**config.mk**
```make
export PLATFORM = sky130hd
export DESIGN_NAME = stream_mux_nto1
export DESIGN_NICKNAME = d
export VERILOG_FILES = /design/src/rtl/stream_mux_nto1_pkg.sv /design/src/rtl/stream_mux_nto1_rr_arbiter.sv /design/src/rtl/stream_mux_nto1.sv
export SDC_FILE = /design/constraint.sdc
export NUM_CORES = 1
export LEC_CHECK = 0
export ABC_AREA = 1
export CAP_MARGIN = 20
export CORE_ASPECT_RATIO = 1.2
export CORE_MARGIN = 2
export CORE_UTILIZATION = 35
export CTS_BUF_LIST = sky130_fd_sc_hd__clkbuf_4 sky130_fd_sc_hd__clkbuf_8
export CTS_CLUSTER_SIZE = 16
export DETAILED_ROUTE_END_ITERATION = 12
export PLACE_DENSITY = 0.86
export SLEW_MARGIN = 25
export SYNTH_ARGS = -nofsm -noshare
export SYNTH_HDL_FRONTEND = slang
export SYNTH_SLANG_ARGS = --single-unit
```
**constraint.sdc**
```tcl
create_clock -name clk -period 1.47 [get_ports clk]
set_input_delay 0.294 -clock clk [delete_from_list [all_inputs] [get_ports clk]]
set_output_delay 0.294 -clock clk [all_outputs]
set_load 0.1 [all_outputs]
```
**src/rtl/stream_mux_nto1_pkg.sv**
```systemverilog
// Shared definitions for the N-to-1 stream multiplexer: arbitration mode encodings.
package stream_mux_nto1_pkg;

   localparam int MUX_MODE_SELECT = 0;
   localparam int MUX_MODE_RR     = 1;

endpackage

```
**src/rtl/stream_mux_nto1_rr_arbiter.sv**
```systemverilog
// Combinational round-robin arbiter: picks the first asserted request scanning upward from ptr,
// wrapping at CHANNELS (which need not be a power of two).
module rr_arbiter #(
   parameter int CHANNELS = 4,
   parameter int SELW     = $clog2(CHANNELS)
) (
   input  logic [CHANNELS-1:0] req,
   input  logic [SELW-1:0]     ptr,
   output logic [SELW-1:0]     gnt_idx,
   output logic                gnt_any
);

   // Scan from farthest to nearest so the request closest to ptr is the one left standing.
   always_comb begin : scan
      int j;
      gnt_idx = '0;
      gnt_any = 1'b0;
      j       = 0;
      for (int k = CHANNELS - 1; k >= 0; k--) begin
         j = ((int'(ptr) + k) >= CHANNELS) ? (int'(ptr) + k - CHANNELS) : (int'(ptr) + k);
         if (req[j]) begin
            gnt_idx = j[SELW-1:0];
            gnt_any = 1'b1;
         end else begin
            gnt_idx = gnt_idx;
            gnt_any = gnt_any;
         end
      end
   end

endmodule

```
**src/rtl/stream_mux_nto1.sv**
```systemverilog
// N-to-1 valid/ready multiplexer with a single registered output stage; grant comes from
// an explicit select (MODE 0) or a round-robin arbiter (MODE 1).
module stream_mux_nto1
   import stream_mux_nto1_pkg::*;
#(
   parameter int SIZE     = 16,
   parameter int CHANNELS = 4,
   parameter int MODE     = 0,
   parameter int SELW     = $clog2(CHANNELS)
) (
   input  logic                     clk,
   input  logic                     rst,
   input  logic [CHANNELS*SIZE-1:0] in_data,
   input  logic [CHANNELS-1:0]      in_valid,
   output logic [CHANNELS-1:0]      in_ready,
   input  logic [SELW-1:0]          sel,
   output logic [SIZE-1:0]          out_data,
   output logic                     out_valid,
   input  logic                     out_ready,
   output logic [SELW-1:0]          out_chan
);

   logic [SIZE-1:0]     out_data_q, out_data_d;
   logic                out_valid_q, out_valid_d;
   logic [SELW-1:0]     out_chan_q, out_chan_d;
   logic [SELW-1:0]     rr_ptr_q, rr_ptr_d;
   logic [SELW-1:0]     gnt_idx_s;
   logic                gnt_any_s;
   logic                free_s;
   logic                xfer_in_s;
   logic [CHANNELS-1:0] in_ready_s;
   logic [SIZE-1:0]     mux_data_s;

   assign free_s = !out_valid_q || out_ready;

   generate
      if (MODE == MUX_MODE_RR) begin : g_rr
         logic unused_sel_s;
         assign unused_sel_s = ^sel;
         rr_arbiter #(.CHANNELS(CHANNELS), .SELW(SELW)) u_arb (
            .req     (in_valid),
            .ptr     (rr_ptr_q),
            .gnt_idx (gnt_idx_s),
            .gnt_any (gnt_any_s)
         );
      end else begin : g_sel
         // An out-of-range select never grants.
         always_comb begin
            gnt_idx_s = sel;
            if (int'(sel) < CHANNELS) begin
               gnt_any_s = in_valid[sel];
            end else begin
               gnt_any_s = 1'b0;
            end
         end
      end
   endgenerate

   assign xfer_in_s = !rst && gnt_any_s && free_s;

   always_comb begin
      in_ready_s = '0;
      if (xfer_in_s) begin
         in_ready_s[gnt_idx_s] = 1'b1;
      end else begin
         in_ready_s = '0;
      end
   end

   always_comb begin
      mux_data_s = '0;
      for (int c = 0; c < CHANNELS; c++) begin
         mux_data_s = mux_data_s | ((gnt_idx_s == c[SELW-1:0]) ? in_data[c*SIZE +: SIZE] : '0);
      end
   end

   // A new word may replace one leaving on the same edge, so load takes priority over drain.
   always_comb begin
      out_data_d  = out_data_q;
      out_chan_d  = out_chan_q;
      out_valid_d = out_valid_q;
      rr_ptr_d    = rr_ptr_q;
      if (xfer_in_s) begin
         out_data_d  = mux_data_s;
         out_chan_d  = gnt_idx_s;
         out_valid_d = 1'b1;
      end else if (out_valid_q && out_ready) begin
         out_valid_d = 1'b0;
      end else begin
         out_valid_d = out_valid_q;
      end
      if ((MODE == MUX_MODE_RR) && xfer_in_s) begin
         if (gnt_idx_s == SELW'(CHANNELS - 1)) begin
            rr_ptr_d = '0;
         end else begin
            rr_ptr_d = gnt_idx_s + SELW'(1);
         end
      end else begin
         rr_ptr_d = rr_ptr_q;
      end
   end

   always_ff @(posedge clk) begin
      if (rst) begin
         out_data_q  <= '0;
         out_chan_q  <= '0;
         out_valid_q <= 1'b0;
         rr_ptr_q    <= '0;
      end else begin
         out_data_q  <= out_data_d;
         out_chan_q  <= out_chan_d;
         out_valid_q <= out_valid_d;
         rr_ptr_q    <= rr_ptr_d;
      end
   end

   assign in_ready  = in_ready_s;
   assign out_data  = out_data_q;
   assign out_valid = out_valid_q;
   assign out_chan  = out_chan_q;

endmodule

```
# Word-level counts from Yosys, hierarchy flattened
# Index checks and enable logic that the tools add are counted.
# totals
regBits	19
inputBits	73
out_inout_bits	23
elab_cells	31
# classes
order_cmp	2
n_eq_ne	3
mux	11
bitwise	3
reduce_logical	9
# op_table
cell	n
$mux W16	4
$or A16 B16 Y16	3
$eq A2 B2 Y1 const B	2
$logic_and A1 B1 Y1	4
$mux W1	4
$mux W4	1
$lt A2 B3 Y1 const B	1
$bmux W1 S2	1
$demux W1 S2	1
$eq A2 B1 Y1 const B	1
$ge A2 B1 Y1 const B	1
$logic_not A1 Y1	2
$logic_not A2 Y1	1
$reduce_bool A2 Y1	1
$logic_or A1 B1 Y1	1

# Depth between registers and ports, before layout
# Gate-level depths: netlist of run 1.
# logic_depth
ltp_word	5
ltp_mapped	10

# Worst setup path after synthesis of run 1
# OpenSTA, ideal clock, no wires.
# synth_timing
kind	register to output
startpoint	register out_valid_q (netlist: out_valid)
endpoint	output in_ready[0]
arrival_time_ps	3236
setup_slack_ps	-2060
stages_incl_launch_ff	6
n_path_buf	0
cell_sequence	dfxtp_1 inv_1 nor2_1 nor2_2 nand2_1 nor3_1
# synth_via
elab_chain_len	4
# synth_lines
element	line	source
start: declaration	stream_mux_nto1.sv:24	logic out_valid_q, out_valid_d;
start signal: assignment	stream_mux_nto1.sv:112	out_valid_q <= out_valid_d;
$logic_not A1 Y1	stream_mux_nto1.sv:34	assign free_s = !out_valid_q || out_ready;
$logic_or A1 B1 Y1	stream_mux_nto1.sv:34	
$logic_and A1 B1 Y1	stream_mux_nto1.sv:59	assign xfer_in_s = !rst && gnt_any_s && free_s;
$mux W4	stream_mux_nto1.sv:63	if (xfer_in_s) begin
end: declaration	stream_mux_nto1.sv:15	output logic [CHANNELS-1:0] in_ready,
# No other way between the ends.

# Worst setup path after layout of run 1
# Ends and elaborated chain as after synthesis.

==> impl_metrics.tcl, run 1 <==
set metrics [dict create \
    outcome "complete, but fails checks" \
    violations "negative setup slack" \
    min_path_cells 2 \
    finalHoldViolations 0 \
    cts_tree "done" \
    layout.nets 416 \
    seq_area_frac_synth 0.261 \
    cp_num_cells 6 \
    cts.path.max_buffers 2 \
    num_vias 1939 \
    io_buffers 95 \
    ir_drop_uv 632 \
    drc_errors 0 \
    firstDrtPassIters 4 \
    vias_per_cell 4.90 \
    clock-sinks 19 \
    clock_latency_ns 0.26 \
    max_slew_margin 0.788 \
    final_core_utilization 0.705 \
    synth_cell_types 21 \
    cp_max_fo 4 \
    fin_ws_ns -0.131 \
    core-area_sq_um 3970 \
    fin_skew_ns 0.00536 \
    drt-total-wl_microns 5100 \
    io_pins 96 \
    yosys_warnings 0 \
    drt_iter0_drc 109 \
    antenna_found_initial 0 \
    numCtsBuffers 3 \
    drive_gt1_frac 0.202 \
    overflow 0 \
    wl_per_cell_microns 12.9 \
    initial_core_util 0.367 \
    critPathKind "flip-flop to primary output" \
    tightest_slew_ns 0.318 \
    area_growth_syn_to_layout_pct 92.2 \
    chipWidth_microns 62.9 \
    grtUsageTotal 0.225 \
    finalCritPeriodShare 1.09 \
    syn_inst 243 \
    syn_nets 316 \
    syn_area_sq_um 1460 \
    synth_seq_cells 19 \
    die_h_microns 74.7 \
    period_minus_slack_ns 1.60 \
    path_cells "inv_2 -> nor2_2 -> nor2_4 -> nand2_4 -> nor3_4 -> buf_12" \
    final_common_cell "nand2_1" \
    max_freq_ghz 0.625 \
    worstHoldPathType "flip-flop to flip-flop" \
    pwr_density_cell_nw_per_um2 725 \
    cp-start-kind "flip-flop" \
    crit_arrival_ns 1.31 \
    slew_violations 0 \
    rrSetupSlack_ns 0.18 \
    finalPower_mw 2.03 \
    antenna_left 0 \
    cp_num_buf_inv 2 \
    rsz0062_at_grt "yes" \
    antenna_cells 0 \
    critPathTopFamily "simple AND/OR/NAND/NOR gates" \
    cts_max_level 1 \
    crit_path_max_incr_delay_ns 0.35 \
    setup_violations 4 \
    root_buffer "clkbuf_8" \
    critPathCaptureType "primary output" \
    grt_pass1_wl_microns 8340 \
    cp_slowest_cell "dfxtp_4" \
    clk_pin_slew_ns 0.07 \
    dieArea_sq_um 4700 \
    gp_congestion 0.866 \
    max-cap-violations 0 \
    grt_pass1_vias 1918 \
    fill_cells 329 \
    dp.final_hpwl_microns 4000 \
    syn_area_per_cell_sq_um 5.99 \
    cp_data_required_time_ns 1.18 \
    p_leak_nw 1.26 \
    grt_max_degree 34 \
    reg2reg_depth 7 \
    final_cell_mix "nand2_1, clkdlybuf4s50_1, nand3_1" \
    rows 25 \
]
[worst paths after layout]
path | from | end
worst min-delay path | out_chan[1] | out_chan[1]
worst max-delay path | out_valid | in_ready[0]
worst min register to register | out_chan[1] | out_chan[1]
worst max register to register | out_valid | out_data[1]
[tightest hold or removal path, cell delays in order, from the launching register on]
cell and delay [ns]:
dfxtp_1 0.34, nand2_1 0.08, a21oi_1 0.06
[power by group]
part	internal (mW)	switching, mW	total, mW	leakage (nW)
Clock	0.211	0.176	0.387	0.0262
Sequential	0.555	0.0431	0.598	0.157
Combinational	0.452	0.593	1.05	1.08
[what timing repair did]
item	in CTS	in global routing
endpoints found under the setup margin	22	6
gates resized for setup	15	0
setup buffers	2	2
pin swaps	9	1
hold buffers	0	0
[routing by layer]
layer / GRT usage / vias up / wire length, microns
met4: 0.0815 / 0 / 91
met1: 0.237 / 870 / 1880
met2: 0.450 / 74 / 2850
li1: - / 987 / -
met3: 0.0419 / 8 / 276
met5: 0 / - / 0
[per-stage QoR]
stage          cell area (sq um)  hold WS, ns  setup slack [ns]  TNS (ns)  std cells
2_1_floorplan               1510        0.363            -0.494     -1.25        243
3_3_place_gp                2720        0.483            -0.568    -10.48        388
3_5_place_dp                2720        0.516            -0.612    -11.23        388
4_1_cts                     2780        0.526            -0.127    -0.386        394
5_1_grt                     2800        0.533            -0.184    -0.634        396
6_report                    2800        0.522            -0.131    -0.388        396
[layout make-up]
cell class                 instances  area, sq um  area share
sequential                        19          384       0.137
inverter                           6         27.5     0.00983
timing repair buffer             112         1320       0.471
multi-input combinational        201          952       0.340
clock buffer                       4         48.8      0.0174
tap                               54         67.6      0.0241
[state kept, by name, summed over array words and instances, names as in the netlist]
signal,cells
out_valid,1
out_chan,2
out_data,16
[kinds of logic after synthesis]
family | Yosys count | share of synthesized area
and+or+nand+nor | 182 | 0.555
buffers and inverters | 23 | 0.119
DFF | 19 | 0.261
AOI/OAI and AO/OA | 19 | 0.0653
[cells in the mapped netlist]
cell	instances	area, sq um
nand2_1	81	304
buf_4	1	7.51
inv_1	2	7.51
a21oi_1	18	90.1
dfxtp_1	19	380
nand3_1	56	280
o21ai_1	1	5.00
nor2_2	6	37.5
nand2_4	1	11.3
buf_6	8	90.1
clkbuf_8	1	13.8
clkinv_1	1	3.75
clkbuf_1	1	3.75
nor3_1	1	5.00
nand3_2	3	30.0
nand2_2	2	12.5
inv_2	2	7.51
buf_2	6	30.0
nor2_4	1	11.3
nor2_1	31	116
inv_6	1	8.76
No activity file was read; power rests on OpenSTA's default activity.
==> run 2: changes to the inputs <==
--- a/config.mk
+++ b/config.mk
@@ -6,11 +6,13 @@
 export NUM_CORES = 1
 export LEC_CHECK = 0
 export ABC_AREA = 1
+export ABC_CLOCK_PERIOD_IN_PS = 1470
 export CAP_MARGIN = 20
 export CORE_ASPECT_RATIO = 1.2
 export CORE_MARGIN = 2
 export CORE_UTILIZATION = 35
 export CTS_BUF_LIST = sky130_fd_sc_hd__clkbuf_4 sky130_fd_sc_hd__clkbuf_8
+export CTS_CLUSTER_DIAMETER = 100
 export CTS_CLUSTER_SIZE = 16
 export DETAILED_ROUTE_END_ITERATION = 12
 export PLACE_DENSITY = 0.86
==> results of run 2 <==
No change in the layout: final DEF, timing and power equal those of run 1.
